## src/rtl/audio_pkg.sv

```systemverilog
// rtl/audio_pkg.sv - shared audio constants and channel select type
package audio_pkg;

    localparam int unsigned SAMPLE_W_DEF  = 16;
    localparam int unsigned SLOT_BITS_DEF = 32;
    localparam int unsigned BCLK_DIV_DEF  = 4;

    typedef enum logic {
        LEFT  = 1'b0,
        RIGHT = 1'b1
    } lr_sel;

endpackage

```

## src/rtl/bclk_gen.sv

```systemverilog
// rtl/bclk_gen.sv - bit clock divider with edge strobes aligned to the toggle clk
module bclk_gen
    import audio_pkg::*;
#(
    parameter int unsigned BCLK_DIV = BCLK_DIV_DEF
) (
    input  logic clk,
    input  logic reset,
    output logic bclk,
    output logic bclk_fall,
    output logic bclk_rise
);

    localparam int unsigned DW = (BCLK_DIV > 1) ? $clog2(BCLK_DIV) : 1;
    localparam logic [DW-1:0] DIV_LAST = DW'(BCLK_DIV - 1);

    logic [DW-1:0] div_cnt;
    logic          wrap;

    // Strobes fire on the clk whose edge toggles bclk, so dependents update with it.
    assign wrap      = (div_cnt == DIV_LAST);
    assign bclk_fall = wrap & bclk;
    assign bclk_rise = wrap & ~bclk;

    always_ff @(posedge clk or posedge reset) begin
        if (reset) begin
            div_cnt <= '0;
            bclk    <= 1'b0;
        end else begin
            div_cnt <= wrap ? '0 : div_cnt + 1'b1;
            if (wrap) begin
                bclk <= ~bclk;
            end
        end
    end

endmodule

```

## src/rtl/codec_adc_tx.sv

```systemverilog
// rtl/codec_adc_tx.sv - I2S stereo serial transmitter with one-entry sample buffer
module codec_adc_tx
    import audio_pkg::*;
#(
    parameter int unsigned BCLK_DIV  = BCLK_DIV_DEF,
    parameter int unsigned SAMPLE_W  = SAMPLE_W_DEF,
    parameter int unsigned SLOT_BITS = SLOT_BITS_DEF
) (
    input  logic                clk,
    input  logic                reset,
    input  logic [SAMPLE_W-1:0] left_in,
    input  logic [SAMPLE_W-1:0] right_in,
    input  logic                sample_valid,
    output logic                sample_ready,
    output logic                bclk,
    output logic                adclrc,
    output logic                adcdat,
    output logic                frame_start,
    output logic                underrun
);

    localparam int unsigned FRAME_BITS = 2 * SLOT_BITS;
    localparam int unsigned CW         = $clog2(FRAME_BITS);
    localparam logic [CW-1:0] BIT_LAST  = CW'(FRAME_BITS - 1);
    localparam logic [CW-1:0] SLOT_LEN  = CW'(SLOT_BITS);
    localparam logic [CW-1:0] DATA_LAST = CW'(SAMPLE_W);

    logic                bclk_fall;
    logic                bclk_rise;
    logic [CW-1:0]       bit_cnt;
    logic [CW-1:0]       bit_nxt;
    logic [CW-1:0]       slot_pos;
    lr_sel               lr_nxt;
    logic [SAMPLE_W-1:0] buf_l, buf_r;
    logic [SAMPLE_W-1:0] left_sr, right_sr;
    logic [SAMPLE_W-1:0] chan, chan_shift;
    logic                buf_full;
    logic                xfer;
    logic                frame_load;
    logic                dat_nxt;

    bclk_gen #(
        .BCLK_DIV (BCLK_DIV)
    ) u_bclk_gen (
        .clk       (clk),
        .reset     (reset),
        .bclk      (bclk),
        .bclk_fall (bclk_fall),
        .bclk_rise (bclk_rise)
    );

    assign sample_ready = ~buf_full;
    assign xfer         = sample_valid & ~buf_full;

    // Everything is computed for the bit position being entered at this fall.
    always_comb begin
        bit_nxt    = (bit_cnt == BIT_LAST) ? '0 : bit_cnt + 1'b1;
        lr_nxt     = (bit_nxt >= SLOT_LEN) ? RIGHT : LEFT;
        slot_pos   = (lr_nxt == RIGHT) ? bit_nxt - SLOT_LEN : bit_nxt;
        chan       = (lr_nxt == RIGHT) ? right_sr : left_sr;
        chan_shift = chan >> (DATA_LAST - slot_pos);
        dat_nxt    = (slot_pos != '0) && (slot_pos <= DATA_LAST) && chan_shift[0];
        frame_load = bclk_fall && (bit_nxt == '0);
    end

    always_ff @(posedge clk or posedge reset) begin
        if (reset) begin
            bit_cnt     <= BIT_LAST;
            adclrc      <= 1'b1;
            adcdat      <= 1'b0;
            frame_start <= 1'b0;
            underrun    <= 1'b0;
            buf_full    <= 1'b0;
            buf_l       <= '0;
            buf_r       <= '0;
            left_sr     <= '0;
            right_sr    <= '0;
        end else begin
            frame_start <= frame_load;
            underrun    <= frame_load & ~buf_full;
            if (bclk_fall) begin
                bit_cnt <= bit_nxt;
                adclrc  <= lr_nxt;
                adcdat  <= dat_nxt;
            end
            // An empty buffer leaves the previous pair in place for retransmission.
            if (frame_load && buf_full) begin
                left_sr  <= buf_l;
                right_sr <= buf_r;
            end
            if (xfer) begin
                buf_l    <= left_in;
                buf_r    <= right_in;
                buf_full <= 1'b1;
            end else if (frame_load) begin
                buf_full <= 1'b0;
            end
        end
    end

endmodule

```

## config.mk

```make
export PLATFORM = sky130hd
export DESIGN_NAME = codec_adc_tx
export DESIGN_NICKNAME = d
export VERILOG_FILES = /design/src/rtl/audio_pkg.sv /design/src/rtl/bclk_gen.sv /design/src/rtl/codec_adc_tx.sv
export SDC_FILE = /design/constraint.sdc
export NUM_CORES = 1
export LEC_CHECK = 0
export CELL_PAD_IN_SITES_DETAIL_PLACEMENT = 1
export CELL_PAD_IN_SITES_GLOBAL_PLACEMENT = 1
export CORE_UTILIZATION = 45
export CTS_CLUSTER_SIZE = 8
export DETAILED_ROUTE_END_ITERATION = 12
export GPL_TIMING_DRIVEN = 0
export PLACE_DENSITY = 0.75
export SETUP_SLACK_MARGIN = 0.15
export SYNTH_ARGS = -nofsm -noshare
export SYNTH_HDL_FRONTEND = slang
export SYNTH_SLANG_ARGS = --single-unit
```

## constraint.sdc

```tcl
create_clock -name clk -period 4.6 [get_ports clk]
set_clock_uncertainty 0.2 [all_clocks]
set_input_delay 1.38 -clock clk [delete_from_list [all_inputs] [get_ports clk]]
set_output_delay 1.38 -clock clk [all_outputs]
set_load 0.005 [all_outputs]
```

# After elaboration in Yosys (flattened, before gate mapping)
# Index checks and enable logic that the tools add are counted.
# totals
register_bits,78
in_bits,35
output_inout_bits,6
# classes
add_sub_neg,4
magnitude_cmp,2
n_eq_ne,2
shift,1
n_mux,7
bitwise,5
reduce_logical,7
# ops
cell,n
two-way mux 16 bit,1
right shift 16 x 6 -> 1 bit,1
two-way mux 6 bit,2
"adder 6 x 1 -> 6 bit, second input constant",1
"equality test 6 bit, second input constant",1
"greater-or-equal comparator 6 bit, second input constant",1
"less-or-equal comparator 6 x 5 -> 1 bit, second input constant",1
zero test 6 bit,1
nonzero test 6 bit,1
"subtractor 5 x 6 -> 6 bit, first input constant",1
"subtractor 6 bit, second input constant",1
logical AND 1 bit,4
AND 1 bit,3
two-way mux 1 bit,3
"adder 2 x 1 -> 2 bit, second input constant",1
"equality test 2 bit, second input constant",1
two-way mux 2 bit,1
inverter 1 bit,2
nonzero test 2 bit,1

# Longest topological paths before layout
# Gate-level depths: netlist of run 1.
# depth
ltp_word,8
mapped_depth,12

# Modules after synthesis
# A second synthesis of run 1 with hierarchy kept.
# hier_totals
hier_cells,306
area_unflattened_um2,3814.9
# by_module_without_submodules
mod,instances,cells_per_inst,area_per_inst_um2
codec_adc_tx,1,297,3694.8
bclk_gen,1,9,120.1

# Least setup slack after synthesis of run 1
# OpenSTA, ideal clock, no wires.
# synth_path
path_type,input to register
startpoint,input sample_valid
endpoint,register buf_l[0]
setup_time_ns,0.125
t_arrival_ns,2.374
slack_ns,1.902
path_stages,4
cell_sequence,nor2b_1 -> clkbuf_1 -> buf_1 -> mux2_2
# synth_between
elab_chain_len,1
# synth_lines
item,line_no,text
"start, declared",codec_adc_tx.sv:13,"input logic sample_valid,"
AND 1 bit,codec_adc_tx.sv:53,assign xfer = sample_valid & ~buf_full;
"end signal, assigned",codec_adc_tx.sv:92,buf_l <= left_in;
"end, declared",codec_adc_tx.sv:34,"logic [SAMPLE_W-1:0] buf_l, buf_r;"
# Every way passes these cells.
# A chain may end at the register's enable or synchronous reset.

# Worst setup path in the final report of run 1
# layout_path
startpoint,input sample_valid
endpoint,register buf_l[6]
# Same word-level chain as after synthesis.

==> results of run 1 <==
-- cell families after synthesis --
kind of cell	count (synthesis)	share of synthesized area [%]
XOR/XNOR	5	1.189
flip-flops	78	53.21
multiplexers	71	21.56
adder cells (fa/ha/maj)	3	1.019
AND/OR/NAND/NOR	52	7.674
AO/OA/AOI/OAI	57	11.34
buffers and inverters	22	4.007
-- layout by cell type (no fill, tap or decap), drive strengths merged, types with 4 or more instances in the layout --
| master | count |
|---|---|
| clkbuf | 14 |
| mux2 | 67 |
| dfstp | 7 |
| buf | 17 |
| a211oi | 7 |
| a21oi | 7 |
| clkdlybuf4s50 | 40 |
| inv | 5 |
| a221oi | 4 |
| and3 | 4 |
| a21o | 6 |
| nor2 | 6 |
| nand3 | 7 |
| o21ai | 9 |
| mux2i | 4 |
| nor3 | 9 |
| dfrtp | 71 |
| nand2 | 10 |
-- state kept, by name, summed over array words and instances, names as in the netlist --
register	count
buf_l	16
buf_r	16
left_sr	16
right_sr	16
bit_cnt	6
u_bclk_gen.div_cnt	2
adcdat	1
adclrc	1
buf_full	1
frame_start	1
u_bclk_gen.bclk	1
underrun	1
-- final timing paths --
check	slack, ns	depth (start not counted)	to	startpoint
setup reg to reg	1.52	9	adcdat	bit_cnt[1]
max in group asynchronous	2.47	3	bit_cnt[0]	reset
hold reg to reg	0.24	1	u_bclk_gen.div_cnt[0]	u_bclk_gen.div_cnt[0]
setup / recovery	1.44	5	buf_l[6]	sample_valid
min in group asynchronous	1.12	2	buf_r[11]	reset
hold / removal	0.24	1	u_bclk_gen.div_cnt[0]	u_bclk_gen.div_cnt[0]
-- layer usage --
layer  track usage (%)  vias to the layer above  wire [um]
li1                  -                     1170          -
met1             29.23                     1293       3767
met2             35.49                       60       4130
met3             5.337                       13        404
met4             7.682                        0        152
met5                 0                        -          0
-- power by group through the flow --
stage               logic [W]  clock network [W]  registers (W)
global route        0.0000879           0.000579       0.000747
CTS                 0.0000813           0.000551       0.000742
floorplan           0.0000419                  0       0.000747
global placement    0.0000745                  0       0.000753
finish              0.0000794           0.000536       0.000741
detailed placement  0.0000815                  0       0.000756
-- area by class of cell --
| class | instances | area (um^2) |
|---|---|---|
| plain buffers | 18 | 132.6 |
| clock buffers | 12 | 155.1 |
| clock inverters | 4 | 53.80 |
| fillers | 798 | 3356 |
| inverters | 4 | 17.52 |
| multi-input cells | 188 | 1577 |
| flip-flops and latches | 78 | 1961 |
| well taps | 102 | 127.6 |
| repair buffers | 41 | 427.9 |
-- metrics by stage --
| step | power, W | worst slack, ns | hold slack [ns] | area, um^2 |
|---|---|---|---|---|
| after global routing | 0.001415 | 1.255 | 0.2716 | 4452 |
| after floorplan | 0.0007885 | 1.037 | 0.2031 | 3685 |
| after global placement | 0.0008276 | -0.1919 | 0.2129 | 4213 |
| final | 0.001357 | 1.444 | 0.2373 | 4452 |
| after detailed placement | 0.0008373 | 1.063 | 0.2278 | 4243 |
| after CTS | 0.001374 | 1.427 | 0.2384 | 4452 |
==> run_results.csv, run 1 <==
group,metric,value,unit
route,drc,0,
logic_synthesis,synth.area.top_cells,"dfrtp_1, mux2_2, dfstp_2",
power,p_sw_share,22.01,%
power,share_clk_of_total_power,39.5,%
clock_network,worstSkewPairLatency,0.35,ns
logic_synthesis,synth_most_common_cell,"dfrtp_1",
critical_path,critical_path.max_stage_delay,0.53,ns
floorplanning,die_width,92.49,um
critical_path,crit_family,"buffers and inverters",
route,post_drt_wl_per_cell,18.91,um
logic_synthesis,ys_seq_elements,78,
floorplanning,placeableCoreArea,7807,um^2
power,share_seq_of_total_power,54.6,%
global_routing,global_route_wire_length_before_repair,14110,um
logic_synthesis,avgSynthCellArea,12.79,um^2
power,total_leakage_power,1.964,nW
route,antenna_violating_nets_left,0,
route,drt-vias-per-instance,5.673,
global_routing,grt_pass1_vias,2744,
clock_network,clockRootBuffer,"clkbuf_8",
sta,final_min_period_over_clock_period,68.61,%
sta,relSlewSlack,55.04,%
placement,routabilityCongestion,0.8408,
logic_synthesis,synth_top_area_cell,"dfrtp_1",
critical_path,kind_of_start_point_of_the_critical_path,"input pin",
floorplanning,rows,32,
clock_network,post-cts-setup-buffers,0,
sta,rsz0062_at_grt,"no",
status,outcome,"complete, no violations",
power,internal-power,0.001058,W
global_routing,grt_remaining_overflow,0,
final_layout,fin_cells,447,
power,cellPowerDensity,304.8,nW/um^2
final_layout,antenna-diode-count,0,
critical_path,cp_cell_sequence,"clkdlybuf4s50_1 -> nor2b_1 -> clkbuf_1 -> buf_1 -> mux2_2",
logic_synthesis,synth_top_flop_cell,"dfrtp_1",
power,pwr-share-comb,5.9,%
clock_network,clockBufferDepth,2,
floorplanning,dieHeight,92.49,um
sta,slew_violations,0,
logic_synthesis,synth-warning-count,0,
global_routing,track_usage,22.11,%
route,total_routed_length,8454,um
sta,setup_viol_count_final,0,
logic_synthesis,mappedNetlistArea,3685,um^2
clock_network,clock_tree_from_tritoncts,"yes",
sta,final_hold_viol_count,0,
critical_path,slowest_stage,"buf_1",
logic_synthesis,synth-seq-area-share,53.21,%
logic_synthesis,synth_top_cells_by_count,"dfrtp_1, mux2_2, nand2_1, nor3_1, o21ai_0",
power,power.ir.vdd_worst,0.0001962,V
critical_path,critical_path_at,3.19,ns
floorplanning,die_area,8554,um^2
logic_synthesis,postSynthCellCount,288,
critical_path,worst_ep_required_time,4.63,ns
clock_network,clock_sinks,78,
clock_network,h-tree-depth,3,
sta,crit_path_time_final,3.156,ns
logic_synthesis,synth_edf_count,0,
logic_synthesis,post-synth-top-area-fraction,48.22,%
clock_network,clk_pin_slew,0.08,ns
placement,dp.cells,431,
global_routing,maximum_number_of_pins_on_one_net_before_global_route_repair,62,
global_routing,number_of_antenna_violations_at_the_first_check_in_global_routing,0,
floorplanning,ioPinCount,41,
placement,port_buffers,40,
critical_path,worstPathMaxFanout,10,
critical_path,crit_type,"input pin to flop",
final_layout,final_nets,378,
sta,final_setup_tns,0,ns
clock_network,tritoncts.num_buffers,9,
final_layout,layout-drive-gt1-share,33.62,%
route,dr_total_vias,2536,
logic_synthesis,synth.distinct_cells,56,
route,dr.pass1.iters,4,
sta,worst_pin_slew,0.6674,ns
placement,detailed_place_hpwl,6165,um
power,p_sw,0.0002986,W
critical_path,critPathBufInv,3,
clock_network,cts-hold-fix-buffers,0,
route,drt-initial-drc-count,108,
sta,timing.fmax,316.9,MHz
final_layout,synthToLayoutAreaGrowth,20.81,%
final_layout,final_util,57.02,%
critical_path,crit_path_end_kind,"flop",
job,drv.max_cap_violation_count,0,
logic_synthesis,synthesized_net_count,326,
min_path,hold_path.class,"flop to flop",
floorplanning,starting_utilization_of_the_core_area,47.20,%
clock_network,post_cts.resized_instances,0,
logic_synthesis,synthArstFlopShare,100.0,%
Power figures use the tool's default switching activity.
==> run 2: changes to the inputs <==
--- a/config.mk
+++ b/config.mk
@@ -7,11 +7,11 @@
 export LEC_CHECK = 0
 export CELL_PAD_IN_SITES_DETAIL_PLACEMENT = 1
 export CELL_PAD_IN_SITES_GLOBAL_PLACEMENT = 1
-export CORE_UTILIZATION = 45
+export CORE_UTILIZATION = 41
 export CTS_CLUSTER_SIZE = 8
 export DETAILED_ROUTE_END_ITERATION = 12
 export GPL_TIMING_DRIVEN = 0
-export PLACE_DENSITY = 0.75
+export PLACE_DENSITY = 0.72
 export SETUP_SLACK_MARGIN = 0.15
 export SYNTH_ARGS = -nofsm -noshare
 export SYNTH_HDL_FRONTEND = slang
==> constraint.sdc (replaced) <==
create_clock -name clk -period 2.55 [get_ports clk]
set_clock_uncertainty 0.2 [all_clocks]
set_input_delay 0.765 -clock clk [delete_from_list [all_inputs] [get_ports clk]]
set_output_delay 0.765 -clock clk [all_outputs]
set_load 0.005 [all_outputs]
==> run 2 against run 1 <==
Effect of this change: the run now ends with setup timing left; setup slack got worse by 1.5 ns; via count rose by 2.4%; clock power rose by 72%; critical path type is now flop to flop; critical endpoint is now adcdat; largest cell class unchanged.
==> run_results.csv, run 2 (synthesis results as in run 1) <==
group,metric,value,unit
status,outcome,"finished with violations",
status,violations,"setup timing",
critical_path,worst_ep_required_time,2.58,ns
min_path,worstHoldEndpoint,"u_bclk_gen.div_cnt[0]",
final_layout,most-common-layout-cells,"dfrtp_1, mux2_2, clkdlybuf4s50_1, buf_4, buf_6",
clock_network,clk_pin_slew,0.09,ns
floorplanning,dieHeight,96.80,um
final_layout,layout-drive-gt1-share,45.68,%
final_layout,final_nets,392,
floorplanning,die_area,9370,um^2
route,dr_total_vias,2597,
sta,timing.fmax,388.8,MHz
global_routing,number_of_antenna_violations_at_the_first_check_in_global_routing,0,
clock_network,worstSkewPairLatency,0.35,ns
sta,setup_viol_count_final,1,
sta,postLayoutSetupSlackWorst,-0.02210,ns
critical_path,crit_path_end_kind,"flop",
critical_path,worstPathMaxFanout,6,
floorplanning,starting_utilization_of_the_core_area,42.25,%
sta,rsz0062_at_grt,"yes",
global_routing,track_usage,20.52,%
final_layout,layout.area.seq,1962,um^2
placement,port_buffers,40,
sta,slew_violations,0,
clock_network,h-tree-depth,3,
clock_network,tritoncts.num_buffers,9,
power,total_leakage_power,2.124,nW
critical_path,critical_path.reg2reg.endpoint,"adcdat",
final_layout,synthToLayoutAreaGrowth,30.66,%
clock_network,clock_sinks,78,
sta,relSlewSlack,46.44,%
min_path,min_path_cells,1,
route,drt-initial-drc-count,108,
route,drt-vias-per-instance,5.561,
critical_path,kind_of_start_point_of_the_critical_path,"flop",
placement,detailed_place_hpwl,6211,um
placement,dpl-instance-area,4267,um^2
sta,final_hold_viol_count,0,
final_layout,layout.cell_area.non_filler,4815,um^2
clock_network,clock_tree_from_tritoncts,"yes",
sta,crit_path_time_final,2.572,ns
power,total_power,0.002402,W
power,power.ir.vdd_worst,0.0003660,V
route,drc,0,
sta,final_min_period_over_clock_period,100.9,%
min_path,hold_path.class,"flop to flop",
placement,dp.cells,437,
global_routing,maximum_number_of_pins_on_one_net_before_global_route_repair,44,
route,dr.pass1.iters,4,
final_layout,multi_input_comb_area,1817,um^2
job,drv.max_cap_violation_count,0,
critical_path,crit_type,"flop to flop",
route,post_drt_wl_per_cell,19.25,um
critical_path,worst_r2r_startpoint,"bit_cnt[0]",
final_layout,layout_commonest_cell,"dfrtp_1",
floorplanning,ioPinCount,41,
route,antenna_violating_nets_left,0,
floorplanning,placeableCoreArea,8721,um^2
placement,routabilityCongestion,0.8664,
clock_network,clockRootBuffer,"clkbuf_8",
final_layout,n_fill_cell,857,
final_layout,antenna-diode-count,0,
min_path,hold_path_startpoint,"u_bclk_gen.div_cnt[0]",
global_routing,global_route_wire_length_before_repair,14920,um
clock_network,clockBufferDepth,2,
final_layout,fin_cells,467,
sta,worst_pin_slew,0.8017,ns
critical_path,critical_path_at,2.60,ns
floorplanning,rows,34,
critical_path,ff2ff_setup_slack,-0.02,ns
floorplanning,die_width,96.80,um
global_routing,grt_remaining_overflow,0,
final_layout,final_util,55.21,%
critical_path,r2r.worst_path.cells,9,
sta,hold_slack,0.2321,ns
global_routing,grt_pass1_vias,2882,
route,total_routed_length,8991,um
power,cellPowerDensity,498.9,nW/um^2
-- run 2: cell count changes in the layout (fill, tap and decap cells not counted), moves of 3 or more --
cell	change
a221oi_1	-3
a221oi_2	+3
buf_1	-3
buf_4	+14
buf_6	+3
nand2_1	-3
nand3_1	-4
o21ai_0	-3
o21ai_4	+3
-- run 2: repair_timing --
| item | in CTS | in global routing |
|---|---|---|
| pin swaps | 8 | 11 |
| hold buffers | 0 | 0 |
| setup endpoints to repair | 60 | 31 |
| buffers inserted | 11 | 3 |
| cloned | 0 | 0 |
| resized for setup | 30 | 28 |
-- run 2: worst max-delay path by stage --
stage                    start     end  slack (ns)
floorplan           bit_cnt[1]  adcdat        0.17
global placement    bit_cnt[1]  adcdat       -0.29
detailed placement  bit_cnt[1]  adcdat       -0.34
CTS                 bit_cnt[1]  adcdat        0.01
global route        bit_cnt[0]  adcdat       -0.11
finish              bit_cnt[0]  adcdat       -0.02
-- run 2: report_power, final --
part	internal [W]	switching (W)
Sequential	0.00130	0.0000333
Combinational	0.0000960	0.0000463
Clock	0.000457	0.000467
Total	0.00186	0.000547
-- run 2: layout make-up --
| cell class | instances | share of cell area (%) |
|---|---|---|
| timing repair buffer | 55 | 10.99 |
| sequential | 78 | 40.75 |
| buffer | 18 | 3.352 |
| multi-input combinational | 188 | 37.73 |
| tap | 108 | 2.807 |
| inverter | 4 | 0.3898 |
| clock buffer | 11 | 2.729 |
| clock inverter | 5 | 1.247 |
-- run 2: through the flow --
| stage | setup slack [ns] | TNS (ns) |
|---|---|---|
| 4_1_cts | 0.01404 | 0 |
| 3_3_place_gp | -0.2851 | -19.82 |
| 3_5_place_dp | -0.3430 | -8.993 |
| 6_report | -0.02210 | -0.02210 |
| 5_1_grt | -0.1144 | -0.1144 |
| 2_1_floorplan | 0.1685 | 0 |
-- run 2: worst max-delay path, cell delays in order, from the launching register on --
cell     delay, ns
dfstp_2       0.58
ha_4          0.14
buf_6         0.13
nand2_8       0.07
o31a_4        0.38
a21oi_2       0.14
xor2_1        0.16
buf_4         0.15
or2b_1        0.22
o32a_1        0.28
-- run 2: per-layer routing --
layer / GRT usage [%] / wire length, um
met1: 25.99 / 3975
met5: 0 / 0
met3: 4.552 / 294
met2: 34.07 / 4506
met4: 8.152 / 214
==> run 3: changes to the inputs <==
--- a/config.mk
+++ b/config.mk
@@ -12,6 +12,7 @@
 export DETAILED_ROUTE_END_ITERATION = 12
 export GPL_TIMING_DRIVEN = 0
 export PLACE_DENSITY = 0.72
+export RECOVER_POWER = 25
 export SETUP_SLACK_MARGIN = 0.15
 export SYNTH_ARGS = -nofsm -noshare
 export SYNTH_HDL_FRONTEND = slang
==> run 3 against run 2 <==
Effect of this change: the run still ends with setup timing left; setup slack improved by 0.012 ns; sequential cell count did not move; final cell count unchanged; combinational power barely moved; non-clock buffer count unchanged; first-iteration DRC count is 3.7% lower; sequential share of layout area grew 0.096 points; via count is 0.23% lower; global-route usage is the same; die area is the same; clock-buffer cell count did not move; clock power about the same; critical path type unchanged; largest cell class unchanged.
==> run_results.csv, run 3 (synthesis results as in run 1) <==
group,metric,value,unit
sta,timing.fmax,390.6,MHz
final_layout,most-common-layout-cells,"dfrtp_1, mux2_2, clkdlybuf4s50_1, buf_4, buf_6",
global_routing,grt_pass1_vias,2882,
sta,worst_pin_slew,0.8017,ns
floorplanning,die_area,9370,um^2
sta,crit_path_time_final,2.560,ns
sta,slew_violations,0,
power,total_power,0.002401,W
sta,relSlewSlack,46.44,%
clock_network,worstSkewPairLatency,0.35,ns
route,wl_met3,398,um
placement,detailed_place_hpwl,6211,um
final_layout,n_fill_cell,859,
floorplanning,ioPinCount,41,
route,antenna_violating_nets_left,0,
placement,port_buffers,40,
floorplanning,starting_utilization_of_the_core_area,42.25,%
job,drv.max_cap_violation_count,0,
final_layout,layout_commonest_cell,"dfrtp_1",
status,violations,"setup timing",
min_path,hold_path.class,"flop to flop",
critical_path,slowest_stage,"dfstp_2",
clock_network,tritoncts.num_buffers,9,
route,drc,0,
power,total_leakage_power,2.121,nW
sta,rsz0062_at_grt,"yes",
global_routing,maximum_number_of_pins_on_one_net_before_global_route_repair,44,
global_routing,number_of_antenna_violations_at_the_first_check_in_global_routing,0,
final_layout,layout-drive-gt1-share,45.40,%
clock_network,cts-hold-fix-buffers,0,
clock_network,clockRootBuffer,"clkbuf_8",
critical_path,worstPathMaxFanout,6,
global_routing,track_usage,20.52,%
critical_path,kind_of_start_point_of_the_critical_path,"flop",
sta,final_hold_viol_count,0,
route,dr.pass1.iters,4,
route,dr_total_vias,2591,
final_layout,synthToLayoutAreaGrowth,30.36,%
critical_path,worst_ep_required_time,2.58,ns
final_layout,fin_cells,467,
floorplanning,placeableCoreArea,8721,um^2
placement,routabilityCongestion,0.8664,
clock_network,clk_pin_slew,0.09,ns
critical_path,cp_cell_sequence,"ha_4 -> buf_6 -> nand2_8 -> o31a_4 -> a21oi_2 -> xor2_1 -> buf_4 -> or2b_1 -> o32a_1",
route,post_drt_wl_per_cell,19.21,um
status,outcome,"finished with violations",
route,route.top_layer_used,"met4",
sta,final_min_period_over_clock_period,100.4,%
floorplanning,rows,34,
floorplanning,die_width,96.80,um
sta,setup_viol_count_final,1,
route,drt-initial-drc-count,104,
final_layout,final_util,55.08,%
critical_path,critical_path.max_stage_delay,0.58,ns
power,power.ir.vdd_worst,0.0003658,V
critical_path,crit_type,"flop to flop",
clock_network,h-tree-depth,3,
clock_network,clockBufferDepth,2,
critical_path,ff2ff_setup_slack,-0.01,ns
final_layout,final_nets,392,
global_routing,grt_remaining_overflow,0,
route,met1Wirelength,3866,um
critical_path,crit_path_end_kind,"flop",
clock_network,clock_tree_from_tritoncts,"yes",
placement,dp.cells,437,
sta,postLayoutSetupSlackWorst,-0.01040,ns
route,wl_met2,4491,um
route,drt-vias-per-instance,5.548,
floorplanning,dieHeight,96.80,um
final_layout,antenna-diode-count,0,
power,cellPowerDensity,499.8,nW/um^2
global_routing,global_route_wire_length_before_repair,14920,um
route,total_routed_length,8971,um
clock_network,clock_sinks,78,
critical_path,critical_path_at,2.59,ns
run 3: cell count changes in the layout (fill, tap and decap cells not counted), sizes merged:
cell	previous run	this run
clkdlybuf4s50	40	39
dlygate4sd3	0	1
run 3: where the power goes:
part | switching (W) | internal [W] | total [W] | leakage [nW]
Sequential | 0.0000333 | 0.00130 | 0.00134 | 0.993
Clock | 0.000466 | 0.000457 | 0.000923 | 0.0939
Combinational | 0.0000463 | 0.0000957 | 0.000142 | 1.03
run 3: layer usage:
metal / GRT usage [%] / vias to the layer above
li1: - / 1196
met4: 8.152 / 0
met5: 0 / -
met3: 4.552 / 16
met2: 34.07 / 57
met1: 25.99 / 1322
run 3: final timing paths:
kind,start,to,cells after the start
max in group asynchronous,reset,buf_full,3
min in group asynchronous,reset,buf_l[10],2
worst min-delay path,u_bclk_gen.div_cnt[0],u_bclk_gen.div_cnt[0],1
worst max-delay path,bit_cnt[0],adcdat,9
worst min register to register,u_bclk_gen.div_cnt[0],u_bclk_gen.div_cnt[0],1
worst max register to register,bit_cnt[0],adcdat,9
run 3: timing repair:
action                                  in CTS  in global routing
setup buffers                               11                  3
endpoints found under the hold margin        0                  0
endpoints found under the setup margin      60                 31
pin swaps                                    8                 11
gates resized for setup                     30                 28
run 3: area by class of cell:
| class | count | area [um^2] | share of cell area (%) |
|---|---|---|---|
| inverters | 4 | 18.77 | 0.3907 |
| multi-input cells | 188 | 1805 | 37.59 |
| clock inverters | 5 | 60.06 | 1.250 |
| clock buffers | 11 | 131.4 | 2.735 |
| well taps | 108 | 135.1 | 2.813 |
| flip-flops and latches | 78 | 1962 | 40.84 |
| repair buffers | 55 | 529.3 | 11.02 |
| plain buffers | 18 | 161.4 | 3.360 |
run 3: critical path, delay by kind of cell (launching register included):
| family | cells | cell delay (ns) |
|---|---|---|
| AOI/OAI and AO/OA | 3 | 0.80 |
| DFF | 1 | 0.58 |
| buffers and inverters | 2 | 0.28 |
| and+or+nand+nor | 2 | 0.28 |
| xor gates and xnor gates | 1 | 0.16 |
| adders and majority gates | 1 | 0.14 |
run 3: per-stage QoR:
stage | cell area [um^2] | setup slack [ns] | hold WS [ns] | TNS [ns]
floorplan | 3711 | 0.1685 | 0.2031 | 0
global placement | 4247 | -0.2851 | 0.2135 | -19.82
detailed placement | 4267 | -0.3430 | 0.2240 | -8.993
CTS | 4657 | 0.01404 | 0.2347 | 0
global route | 4803 | -0.1144 | 0.2604 | -0.6032
finish | 4803 | -0.01040 | 0.2321 | -0.01040
